--- src/rtl/video_led_seq_pkg.sv ---
// Shared constants, FSM encoding and helpers for the segment-LED pattern sequencer.
package video_led_seq_pkg;

    localparam int unsigned C_LED_N     = 18;
    localparam int unsigned C_SLOT_N    = 8;
    localparam logic [7:0]  C_TICK_LINE = 8'd240;
    localparam int unsigned C_BLINK_FR  = 16;

    function automatic int unsigned log2_ceil(input int unsigned n);
        int unsigned r;
        r = 0;
        while ((32'd1 << r) < n) begin
            r++;
        end
        return r;
    endfunction

    localparam int unsigned C_SLOT_NW = log2_ceil(C_SLOT_N);

    typedef enum logic {
        StIdle = 1'b0,
        StPlay = 1'b1
    } state_e;

    // Out-of-range final-slot requests play up to the last physical slot.
    function automatic logic [C_SLOT_NW-1:0] clamp_slot(input logic [C_SLOT_NW-1:0] s);
        int unsigned v;
        v = int'(s);
        if (v >= C_SLOT_N) begin
            return C_SLOT_NW'(C_SLOT_N - 1);
        end
        return s;
    endfunction

endpackage

--- src/rtl/video_led_frame_tick.sv ---
// Once-per-frame tick from the raster counters, plus the blink-phase frame counter.
module video_led_frame_tick
    import video_led_seq_pkg::*;
(
    input  logic       CK_i,
    input  logic       ARST_i,
    input  logic       CK_EE_i,
    input  logic [8:0] HCTRs_i,
    input  logic [7:0] VCTRs_i,
    output logic       TICK_o,
    output logic       PHASE_o
);

    logic        match;
    logic        match_q;
    logic [15:0] fr_cnt_q;
    logic        phase_q;

    assign match   = (VCTRs_i == C_TICK_LINE) && (HCTRs_i == 9'd0);
    // Rising edge only, so a match held over several cycles still yields one tick.
    assign TICK_o  = CK_EE_i & match & ~match_q;
    assign PHASE_o = phase_q;

    always_ff @(posedge CK_i or posedge ARST_i) begin
        if (ARST_i) begin
            match_q  <= 1'b0;
            fr_cnt_q <= '0;
            phase_q  <= 1'b0;
        end else if (CK_EE_i) begin
            match_q <= match;
            if (TICK_o) begin
                if (fr_cnt_q == 16'(C_BLINK_FR - 1)) begin
                    fr_cnt_q <= '0;
                    phase_q  <= ~phase_q;
                end else begin
                    fr_cnt_q <= fr_cnt_q + 16'd1;
                end
            end
        end
    end

endmodule

--- src/rtl/video_led_seq.sv ---
// Frame-synchronous LED pattern sequencer: slot memory, dwell/loop playback, blink mask.
module video_led_seq
    import video_led_seq_pkg::*;
(
    input  logic                 CK_i,
    input  logic                 ARST_i,
    input  logic                 CK_EE_i,
    input  logic [8:0]           HCTRs_i,
    input  logic [7:0]           VCTRs_i,
    input  logic                 START_i,
    input  logic                 STOP_i,
    input  logic                 LOOP_i,
    input  logic [C_SLOT_NW-1:0] LAST_SLOTs_i,
    input  logic [7:0]           DWELLs_i,
    input  logic [C_LED_N-1:0]   BLINK_MSKs_i,
    input  logic                 WR_REQ_i,
    input  logic [C_SLOT_NW-1:0] WR_ADDRs_i,
    input  logic [C_LED_N-1:0]   WR_DATAs_i,
    output logic                 WR_ACK_o,
    output logic [C_LED_N-1:0]   LEDs_ON_o,
    output logic [C_SLOT_NW-1:0] SLOTs_o,
    output logic                 BUSY_o,
    output logic                 DONE_o
);

    logic tick;
    logic phase;

    state_e               state_q, state_d;
    logic [C_SLOT_NW-1:0] slot_q, slot_d;
    logic [7:0]           dwell_q, dwell_d;
    logic                 load_q, load_d;
    logic                 clr_q, clr_d;
    logic [C_LED_N-1:0]   shadow_q, shadow_d;
    logic [C_LED_N-1:0]   leds_q, leds_d;
    logic                 done_q, done_d;
    logic                 ack_q;
    logic [C_LED_N-1:0]   mem_q [C_SLOT_N];

    logic [C_SLOT_NW-1:0] last_eff;
    logic [C_SLOT_NW-1:0] slot_nx;
    logic [7:0]           dwell_max;

    video_led_frame_tick u_frame_tick (
        .CK_i    (CK_i),
        .ARST_i  (ARST_i),
        .CK_EE_i (CK_EE_i),
        .HCTRs_i (HCTRs_i),
        .VCTRs_i (VCTRs_i),
        .TICK_o  (tick),
        .PHASE_o (phase)
    );

    assign last_eff  = clamp_slot(LAST_SLOTs_i);
    assign slot_nx   = slot_q + 1'b1;
    assign dwell_max = (DWELLs_i == 8'd0) ? 8'd0 : DWELLs_i - 8'd1;

    always_comb begin
        state_d  = state_q;
        slot_d   = slot_q;
        dwell_d  = dwell_q;
        load_d   = load_q;
        clr_d    = clr_q;
        shadow_d = shadow_q;
        done_d   = 1'b0;

        if (tick) begin
            if (state_q == StPlay) begin
                if (load_q) begin
                    // First tick after START only shows slot 0; dwell counting begins next tick.
                    shadow_d = mem_q[slot_q];
                    load_d   = 1'b0;
                end else if (dwell_q >= dwell_max) begin
                    dwell_d = 8'd0;
                    if (slot_q >= last_eff) begin
                        if (LOOP_i) begin
                            slot_d   = '0;
                            shadow_d = mem_q[0];
                        end else begin
                            state_d = StIdle;
                            done_d  = 1'b1;
                        end
                    end else begin
                        slot_d   = slot_nx;
                        shadow_d = mem_q[slot_nx];
                    end
                end else begin
                    dwell_d  = dwell_q + 8'd1;
                    shadow_d = mem_q[slot_q];
                end
            end else if (clr_q) begin
                shadow_d = '0;
                clr_d    = 1'b0;
            end
        end

        if (START_i) begin
            state_d = StPlay;
            slot_d  = '0;
            dwell_d = 8'd0;
            load_d  = 1'b1;
            clr_d   = 1'b0;
            done_d  = 1'b0;
        end
        if (STOP_i) begin
            state_d = StIdle;
            load_d  = 1'b0;
            clr_d   = 1'b1;
            done_d  = 1'b0;
        end

        leds_d = shadow_d & ~(BLINK_MSKs_i & {C_LED_N{phase}});
    end

    always_ff @(posedge CK_i or posedge ARST_i) begin
        if (ARST_i) begin
            state_q  <= StIdle;
            slot_q   <= '0;
            dwell_q  <= 8'd0;
            load_q   <= 1'b0;
            clr_q    <= 1'b0;
            shadow_q <= '0;
            leds_q   <= '0;
            done_q   <= 1'b0;
            ack_q    <= 1'b0;
            for (int unsigned i = 0; i < C_SLOT_N; i++) begin
                mem_q[i] <= '0;
            end
        end else if (CK_EE_i) begin
            state_q  <= state_d;
            slot_q   <= slot_d;
            dwell_q  <= dwell_d;
            load_q   <= load_d;
            clr_q    <= clr_d;
            shadow_q <= shadow_d;
            leds_q   <= leds_d;
            done_q   <= done_d;
            // A held request re-acks only after a gap, keeping ACK a single-cycle pulse.
            ack_q    <= WR_REQ_i & ~ack_q;
            if (WR_REQ_i) begin
                mem_q[WR_ADDRs_i] <= WR_DATAs_i;
            end
        end
    end

    assign WR_ACK_o  = ack_q & CK_EE_i;
    assign LEDs_ON_o = leds_q;
    assign SLOTs_o   = slot_q;
    assign BUSY_o    = (state_q == StPlay);
    assign DONE_o    = done_q;

endmodule

--- config.mk ---
export PLATFORM = sky130hd
export DESIGN_NAME = video_led_seq
export DESIGN_NICKNAME = d
export VERILOG_FILES = /design/src/rtl/video_led_seq_pkg.sv /design/src/rtl/video_led_frame_tick.sv /design/src/rtl/video_led_seq.sv
export SDC_FILE = /design/constraint.sdc
export NUM_CORES = 1
export LEC_CHECK = 0
export ABC_CLOCK_PERIOD_IN_PS = 7000
export CAP_MARGIN = 30
export CORE_AREA = 2 2 142 158
export CTS_BUF_LIST = sky130_fd_sc_hd__clkbuf_4 sky130_fd_sc_hd__clkbuf_8
export CTS_CLUSTER_SIZE = 40
export DETAILED_ROUTE_END_ITERATION = 8
export DIE_AREA = 0 0 144 160
export PLACE_DENSITY = 0.85
export SLEW_MARGIN = 20
export SYNTH_ARGS = -nofsm -noshare
export SYNTH_HDL_FRONTEND = slang
export SYNTH_SLANG_ARGS = --single-unit
export TNS_END_PERCENT = 1
--- constraint.sdc ---
create_clock -name CK_i -period 7 [get_ports CK_i]
set_clock_uncertainty 0.15 [all_clocks]
set_input_delay 0.7 -clock CK_i [delete_from_list [all_inputs] [get_ports CK_i]]
set_output_delay 0.7 -clock CK_i [all_outputs]
set_load 0.05 [all_outputs]
---- Word-level counts from Yosys, hierarchy flattened ----
Index checks and enable logic that the tools add are counted.
storage, ports and cells
  bits in registers ....................... 214
  output and inout bits ................... 24
  input bits .............................. 74
  word-level logic and storage cells ...... 119
operators by class
  reduce and logical (&&, ||, !) cells .... 17
  add/subtract/negate cells ............... 4
  order comparisons ....................... 6
  mux-type cells .......................... 54
  bitwise operators ....................... 13
  equal/unequal tests ..................... 5
operators with widths
  cell                                                                 number
  18-bit two-way mux                                                   12
  144-bit bitwise mux                                                  1
  18-bit binary-select mux with 3-bit select                           2
  18-bit demux with 3-bit select                                       1
  8-bit two-way mux                                                    6
  18-bit bitwise AND                                                   2
  1-bit two-way mux                                                    24
  3-bit two-way mux                                                    7
  18-bit inverter                                                      1
  16-bit by 1-bit adder with 16-bit output (second input constant)     1
  16-bit by 4-bit == test with 1-bit output (second input constant)    1
  16-bit two-way mux                                                   1
  4-bit greater-or-equal comparator (second input constant)            3
  3-bit inverter with 4-bit output                                     3
  9-bit zero test                                                      1
  3-bit AND reduction                                                  3
  8-bit by 1-bit adder with 8-bit output (second input constant)       1
  8-bit == test (second input constant)                                1
  8-bit greater-or-equal comparator                                    1
  8-bit zero test                                                      1
  8-bit by 1-bit subtractor with 8-bit output (second input constant)  1
  3-bit != test (second input constant)                                2
  2-bit AND reduction                                                  3
  6-bit AND reduction                                                  1
  other kinds (10)                                                     19

---- Depth between registers and ports, before layout ----
Gate-level depths: netlist (run 1).
  depth in word-level cells ............... 11
  gate-level depth with buffers ........... 15
  mapped depth without buffers ............ 13

---- Hierarchy ----
From an unflattened synthesis (run 1), not the netlist that was laid out.
unflattened totals
  cells, all modules ...................... 1068
  area total of the unflattened synthesis .. 12868.6 µm²
modules (own cells, without submodules)
  module                seq. area each (µm²)  area each (µm²)  cells each  instances
  video_led_seq         4904.7                11790.1          953         1
  video_led_frame_tick  450.4                 1078.5           115         1

---- Least setup slack after synthesis (run 1) ----
No wires, ideal clock.
  kind .................................... in2reg
  start ................................... input port DWELLs_i[0]
  end ..................................... register slot_q[2], in the netlist SLOTs_o[2]
  arrival time ............................ 3238 ps
  slack ................................... 3486 ps
  data required time ...................... 6724 ps
  stages on the path ...................... 14
  path buffers ............................ 1
  setup time .............................. 126 ps
  path through ............................ inv_1 -> ha_1 -> nand2_1 -> nor3_1 -> nand2_1 -> mux2_2 -> ha_1 -> and4_1 -> o21ai_1 -> or3_1 -> and2_1 -> clkbuf_2 -> o311a_1 -> a311o_1
between the ends
  cells in the longest elaborated chain, start to end .. 5
  elaborated cells between the ends (all ways) .. 6
  classes of those cells .................. 1 x add/sub; 1 x order compare; 1 x mux; 3 x reduce/logical
RTL lines
  what                                                                                   line                  text
  start: declaration                                                                     video_led_seq.sv:14   input logic [7:0] DWELLs_i,
  8-bit by 1-bit subtractor with 8-bit output / 8-bit zero test (equally long branches)  video_led_seq.sv:56   assign dwell_max = (DWELLs_i == 8'd0) ? 8'd0 : DWELLs_i - 8'd1;
  8-bit two-way mux *                                                                    video_led_seq.sv:56
  8-bit greater-or-equal comparator *                                                    video_led_seq.sv:73   end else if (dwell_q >= dwell_max) begin
  2-bit nonzero test (no line) *                                                         --
  6-bit AND reduction (no line) *                                                        --
  end signal: assignment                                                                 video_led_seq.sv:131  slot_q <= slot_d;
  end: declaration                                                                       video_led_seq.sv:30   logic [C_SLOT_NW-1:0] slot_q, slot_d;
Every way passes the cells marked *; elsewhere a longest branch is shown, timed or not.
A chain may end at the register's enable or synchronous reset.

---- Final worst setup path (run 1) ----
  start ................................... input port DWELLs_i[4]
  end ..................................... register leds_q[0], in the netlist LEDs_ON_o[0]
between the ends
  cells in the longest elaborated chain, start to end .. 8
  elaborated cells between the ends (all ways) .. 9
  classes of those cells .................. 1 x add/sub; 1 x order compare; 5 x mux; 1 x bitwise; 1 x reduce/logical
RTL lines
  what                                                                                   line                  text
  8-bit by 1-bit subtractor with 8-bit output / 8-bit zero test (equally long branches)  video_led_seq.sv:56
  8-bit two-way mux *                                                                    video_led_seq.sv:56
  8-bit greater-or-equal comparator *                                                    video_led_seq.sv:73
  18-bit two-way mux *                                                                   video_led_seq.sv:73
  18-bit two-way mux *                                                                   video_led_seq.sv:69   if (load_q) begin
  18-bit two-way mux *                                                                   video_led_seq.sv:68   if (state_q == StPlay) begin
  18-bit two-way mux *                                                                   video_led_seq.sv:67   if (tick) begin
  18-bit bitwise AND *                                                                   video_led_seq.sv:112  leds_d = shadow_d & ~(BLINK_MSKs_i & {C_LED_N{phase}});
  end signal: assignment                                                                 video_led_seq.sv:136  leds_q <= leds_d;
  end: declaration                                                                       video_led_seq.sv:35   logic [C_LED_N-1:0] leds_q, leds_d;
Marks and branches as above.

==> results of run 1 <==
==> state kept, by name, indices dropped and copies added (netlist names) <==
signal,count
SLOTs_o,3
mem_q,144
u_frame_tick.PHASE_o,1
dwell_q,8
DONE_o,1
LEDs_ON_o,18
u_frame_tick.fr_cnt_q,16
u_frame_tick.match_q,1
clr_q,1
BUSY_o,1
ack_q,1
load_q,1
shadow_q,18
==> cell usage after synthesis (all sizes together), types with 2 or more instances <==
library cell / count / share of area [%]
a21o: 4 / 0.26
a21oi: 5 / 0.21
a31oi: 37 / 2.0
and2: 4 / 0.21
and3: 3 / 0.16
and4: 3 / 0.23
buf: 35 / 1.5
clkbuf: 23 / 0.75
dfrtp: 214 / 46
ha: 15 / 1.6
inv: 17 / 0.55
mux2: 218 / 21
mux2i: 38 / 3.3
mux4: 36 / 6.9
nand2: 79 / 2.5
nand2b: 10 / 0.54
nand3: 12 / 0.51
nand4: 8 / 0.48
nor2: 47 / 1.5
nor2b: 5 / 0.27
nor3: 28 / 1.2
nor4: 5 / 0.27
o21ai: 35 / 1.5
o22ai: 36 / 1.9
o311a: 2 / 0.17
o31ai: 22 / 1.4
or2: 2 / 0.11
or3: 3 / 0.16
xnor2: 6 / 0.45
xor2: 14 / 1.0
==> worst paths after layout <==
check | endpoint | slack (ns) | depth (start not counted)
max | LEDs_ON_o[0]$_DFFE_PP0P_ | 2.58 | 10
min | u_frame_tick.PHASE_o$_DFFE_PP0P_ | 0.31 | 1
max reg2reg | LEDs_ON_o[0]$_DFFE_PP0P_ | 3.38 | 8
min reg2reg | u_frame_tick.PHASE_o$_DFFE_PP0P_ | 0.31 | 1
max in group asynchronous | SLOTs_o[2]$_DFFE_PP0P_ | 4.95 | 4
min in group asynchronous | mem_q[126]$_DFFE_PP0P_ | 0.56 | 2
==> logic make-up after synthesis <==
family          count (synthesis)  share of synthesized area [%]
compound gates                153                           8.38
xor+xnor                       20                           1.50
fa+ha+maj                      15                           1.61
buf+inv                        75                           2.84
flops                         214                           45.9
mux                           292                           31.2
simple gates                  213                           8.60
==> metal layers <==
metal  vias up  track usage [%]
li1       3868                -
met1      4313             34.7
met2       341             40.6
met3        84             6.09
met4         2             10.2
met5         -                0
==> power breakdown <==
part / switching [mW] / internal (mW)
registers: 0.167 / 1.45
logic: 0.261 / 0.381
clock network: 0.489 / 0.585
==> per-stage QoR <==
stage	setup slack (ns)	cell area (um^2)	power (mW)	hold WS [ns]
finish	2.58	13600	3.33	0.313
detailed placement	2.11	12900	2.26	0.301
global route	2.30	13600	3.49	0.333
global placement	2.20	12900	2.21	0.297
floorplan	0.299	11700	2.04	0.284
CTS	2.67	13600	3.33	0.312
==> area by class of cell <==
class	count	area (um^2)	area share, %
clock buffer	53	642	4.71
tap	295	369	2.71
clock inverter	6	38.8	0.285
inverter	17	71.3	0.524
sequential	214	5360	39.3
multi-input combinational	693	5990	44.0
timing repair buffer	116	1150	8.43
==> critical path, stage by stage <==
cell,delay (ns)
clkdlybuf4s50_1,0.50
nor4_1,0.42
a31oi_1,0.17
ha_1,0.28
nand2b_1,0.14
a2111oi_1,0.53
or3_1,0.70
and2_1,0.78
o31ai_1,0.22
a31oi_1,0.25
==> results.yml, run 1 <==
drt:
  drt_first_pass_iters: 5
  viasPerCell: 6.18
  wl_met2_mm: 13.7
  routed.top_layer: "met5"
  m1WireLength_mm: 12.2
  drcViolationCount: 0
  wl_met3_mm: 2.16
  vias: 8608
  drt_iter0_markers: 637
  ant_nets: 0
  routed_wl_mm: 29.0
  wl_per_cell_um: 20.8
setup_path:
  critical_path.max_fanout: 24
  crit_type: "in -> reg"
  crit_path_start: "DWELLs_i[4]"
  cp.required_ns: 7.27
  rr_startpoint: "dwell_q[0]$_DFFE_PP0P_"
  arrival_ns: 4.69
  endpoint_kind: "register"
  cp-start-kind: "input pin"
logic_synthesis:
  ys_ff_latch: 214
  yosys_most_used_dff: "dfrtp_1"
  syn_avg_cell_area_um2: 11.9
  syn_inst: 982
  synth_cell_types: 52
  synth_edf_count: 0
  seq_area_frac_synth_pct: 45.9
  async_flop_share_pct: 100
  synth_warnings: 0
  synth_nets: 1071
  synth_area_um2: 11700
floorplan:
  ioPinCount: 98
  die_y_um: 160
  fp.coreArea_um2: 21600
  die_area_um2: 23000
  start_util_pct: 54.0
  die_w_um: 144
  row_count: 57
timing:
  slew_headroom_pct: 33.7
  slew_violations: 0
  worst_slew_pin_slew_ns: 0.992
  hold_viol: 0
  setup_tns_ns: 0
  rsz0062_at_grt: "false"
  max_freq_mhz: 226
  min_period_ns: 4.42
  setup_viol: 0
  min_period_over_period_pct: 63.2
final_layout:
  num-fill-cells: 1583
  postLayoutCoreUtil_pct: 63.0
  final_cell_mix: "mux2_2, dfrtp_1, clkdlybuf4s50_1, nand2_1, nor2_1"
  fin_nets: 1165
  area_delta_synth_final_pct: 16.6
  diodes: 0
  final_common_cell: "mux2_2"
  drive_gt1_share_pct: 31.1
  fin_cells: 1394
global_routing:
  grt_pass1_wl_mm: 46.8
  grt_max_degree: 101
  grt_antenna_before_repair: 1
  grt_overflow: 0
  grt.total_usage_pct: 25.8
  grt_pass1_vias: 8830
clocking:
  clkSlewWorstSetupHoldPaths_ns: 0.06
  clock_latency_ns: 0.53
  htree_levels: 2
  clockBufferDepth: 3
  postCtsSetupBuffers: 0
  cts_buffers: 34
  cts.sinks: 214
  ctsHoldBuffers: 0
  ctsResizeCount: 0
  cts_root_buf: "clkbuf_8"
  cts_tree: "yes"
min_path:
  hold_path.class: "reg -> reg"
  hp-start: "u_frame_tick.PHASE_o$_DFFE_PP0P_"
place:
  gp_congestion: 0.799
  portBuffers: 97
  hpwl_mm: 18.4
  dp.cells: 1334
power_and_ir_drop:
  power_density_nw_per_um2: 244
  ir_drop_mv: 0.130
  p_leak_nw: 5.87
run_status:
  status: "finished clean"
flow_run:
  max_cap_viol_count: 0
(Power assumes the default switching activity.)
==> inputs of run 2 (changes only) <==
--- a/config.mk
+++ b/config.mk
@@ -5,14 +5,14 @@
 export SDC_FILE = /design/constraint.sdc
 export NUM_CORES = 1
 export LEC_CHECK = 0
-export ABC_CLOCK_PERIOD_IN_PS = 7000
+export ABC_CLOCK_PERIOD_IN_PS = 4300
 export CAP_MARGIN = 30
-export CORE_AREA = 2 2 142 158
+export CORE_AREA = 2 2 135 151
 export CTS_BUF_LIST = sky130_fd_sc_hd__clkbuf_4 sky130_fd_sc_hd__clkbuf_8
 export CTS_CLUSTER_SIZE = 40
 export DETAILED_ROUTE_END_ITERATION = 8
-export DIE_AREA = 0 0 144 160
-export PLACE_DENSITY = 0.85
+export DIE_AREA = 0 0 137 153
+export PLACE_DENSITY = 0.88
 export SLEW_MARGIN = 20
 export SYNTH_ARGS = -nofsm -noshare
 export SYNTH_HDL_FRONTEND = slang
==> constraint.sdc (replaced) <==
create_clock -name CK_i -period 4.3 [get_ports CK_i]
set_clock_uncertainty 0.15 [all_clocks]
set_input_delay 0.43 -clock CK_i [delete_from_list [all_inputs] [get_ports CK_i]]
set_output_delay 0.43 -clock CK_i [all_outputs]
set_load 0.05 [all_outputs]
==> run 2 against run 1 <==
Net effect:
- via count rose by 3.2%
- clock power rose by 72%
- routed wire length rose by 3.4%
- die area fell by 9.0%
- final cell count fell by 2.8%
- sequential share of layout area fell by 0.085 points
- hold slack got worse by 0.12 ns
- global-route usage rose by 3.4 points
- non-clock buffer count rose by 6
- cell area rose by 0.19%
- register-to-register slack got worse by 2.3 ns
- highest routed layer is now met4
==> results.yml, run 2 (synthesized netlist as in run 1, its figures left out) <==
drt:
  ant_nets: 0
  wl_per_cell_um: 22.1
  drt_first_pass_iters: 5
  drcViolationCount: 0
  drt_iter0_markers: 855
  vias: 8884
  routed_wl_mm: 30.0
  viasPerCell: 6.56
setup_path:
  endpoint_kind: "register"
  crit_type: "in -> reg"
  rr_worst_depth: 7
  critical_path.max_fanout: 15
  rr_startpoint: "SLOTs_o[0]$_DFFE_PP0P_"
  reg2reg_to: "LEDs_ON_o[15]$_DFFE_PP0P_"
  arrival_ns: 3.86
  cp-start-kind: "input pin"
  reg2reg_slack_ns: 1.07
  cp.required_ns: 4.54
power_and_ir_drop:
  finalPower_mw: 5.54
  power_density_nw_per_um2: 406
  p_seq_share_pct: 47.5
  p_leak_nw: 5.91
  switching_power_mw: 1.52
  clkPwrFrac_pct: 33.3
  ir_drop_mv: 0.233
  p_sw_share_pct: 27.5
  p_comb_share_pct: 19.2
  p_int_mw: 4.01
floorplan:
  fp.coreArea_um2: 19500
  die_w_um: 137
  die_y_um: 153
  ioPinCount: 98
  die_area_um2: 21000
  start_util_pct: 60.0
  row_count: 54
place:
  hpwl_mm: 19.2
  gp_congestion: 0.847
  portBuffers: 97
clocking:
  htree_levels: 2
  clockBufferDepth: 3
  ctsHoldBuffers: 0
  ctsResizeCount: 0
  cts_root_buf: "clkbuf_8"
  cts_buffers: 35
  cts.sinks: 214
  cts_tree: "yes"
  clkSlewWorstSetupHoldPaths_ns: 0.06
  clock_latency_ns: 0.53
  postCtsSetupBuffers: 0
global_routing:
  grt_pass1_wl_mm: 48.2
  grt_pass1_vias: 9304
  grt.total_usage_pct: 29.2
  grt_max_degree: 75
  grt_overflow: 0
  grt_antenna_before_repair: 0
final_layout:
  final_common_cell: "mux2_2"
  area_delta_synth_final_pct: 16.9
  fin_nets: 1172
  largest_reg_flops: 144
  regMostFlops: "mem_q"
  final_cell_mix: "mux2_2, dfrtp_1, clkdlybuf4s50_1, nand2_1, nor2_1"
  drive_gt1_share_pct: 31.3
  diodes: 0
timing:
  min_period_over_period_pct: 84.3
  setup_viol: 0
  hold_viol: 0
  max_freq_mhz: 276
  rsz0062_at_grt: "false"
  worst_slew_pin_slew_ns: 0.906
  slew_headroom_pct: 39.5
  setup_tns_ns: 0
  slew_violations: 0
  min_period_ns: 3.62
min_path:
  hold_path.class: "in -> async"
flow_run:
  max_cap_viol_count: 0
run_status:
  status: "finished clean"
-- run 2: how the worst max path moves through the flow --
stage                            from                        to  slack, ns
after floorplan                ARST_i        BUSY_o$_DFFE_PP0P_       0.94
after global placement    DWELLs_i[0]  LEDs_ON_o[7]$_DFFE_PP0P_       0.32
after detailed placement  DWELLs_i[0]  LEDs_ON_o[8]$_DFFE_PP0P_       0.16
after CTS                 DWELLs_i[0]  LEDs_ON_o[8]$_DFFE_PP0P_       0.71
after global routing      DWELLs_i[0]  LEDs_ON_o[8]$_DFFE_PP0P_       0.46
final                     DWELLs_i[0]  LEDs_ON_o[9]$_DFFE_PP0P_       0.68
-- run 2: critical path, stage by stage --
cell	delay [ns]
clkdlybuf4s50_1	0.44
inv_1	0.09
ha_1	0.24
nand2_1	0.12
nor3_1	0.21
nand2_1	0.08
mux2_2	0.27
ha_1	0.29
and4_1	0.17
o21ai_1	0.07
or3_1	0.33
and2_1	0.35
buf_4	0.27
o31ai_1	0.35
a31oi_1	0.14
-- run 2: cell type report --
cell class / instances / area [um^2]
multi-input combinational: 693 / 5990
fill: 1278 / 5810
sequential: 214 / 5360
timing repair buffer: 122 / 1200
clock buffer: 52 / 659
tap: 252 / 315
inverter: 17 / 67.6
clock inverter: 5 / 56.3
-- run 2: through the flow --
step	hold slack, ns	worst slack [ns]	cells	cell area, um^2	util [%]
CTS	0.190	0.713	1355	13600	70.1
detailed placement	0.303	0.161	1298	12900	66.5
global route	0.225	0.463	1355	13600	70.1
finish	0.191	0.676	1355	13600	70.1
global placement	0.298	0.323	1296	12900	66.3
floorplan	0.284	0.936	982	11700	-
-- run 2: power by group through the flow --
stage	Clock (mW)	Sequential (mW)	Combinational, mW
finish	1.84	2.63	1.07
global route	1.95	2.67	1.14
CTS	1.86	2.62	1.06
detailed placement	0	2.65	1.04
global placement	0	2.61	0.991
floorplan	0	2.59	0.733
-- run 2: routing by layer --
metal	share of wire [%]	track usage (%)	vias to the layer above
met5	0	0	-
met4	4.3	14.0	0
met3	8.1	5.77	109
met2	48	47.0	423
met1	39	37.8	4474
li1	-	-	3878
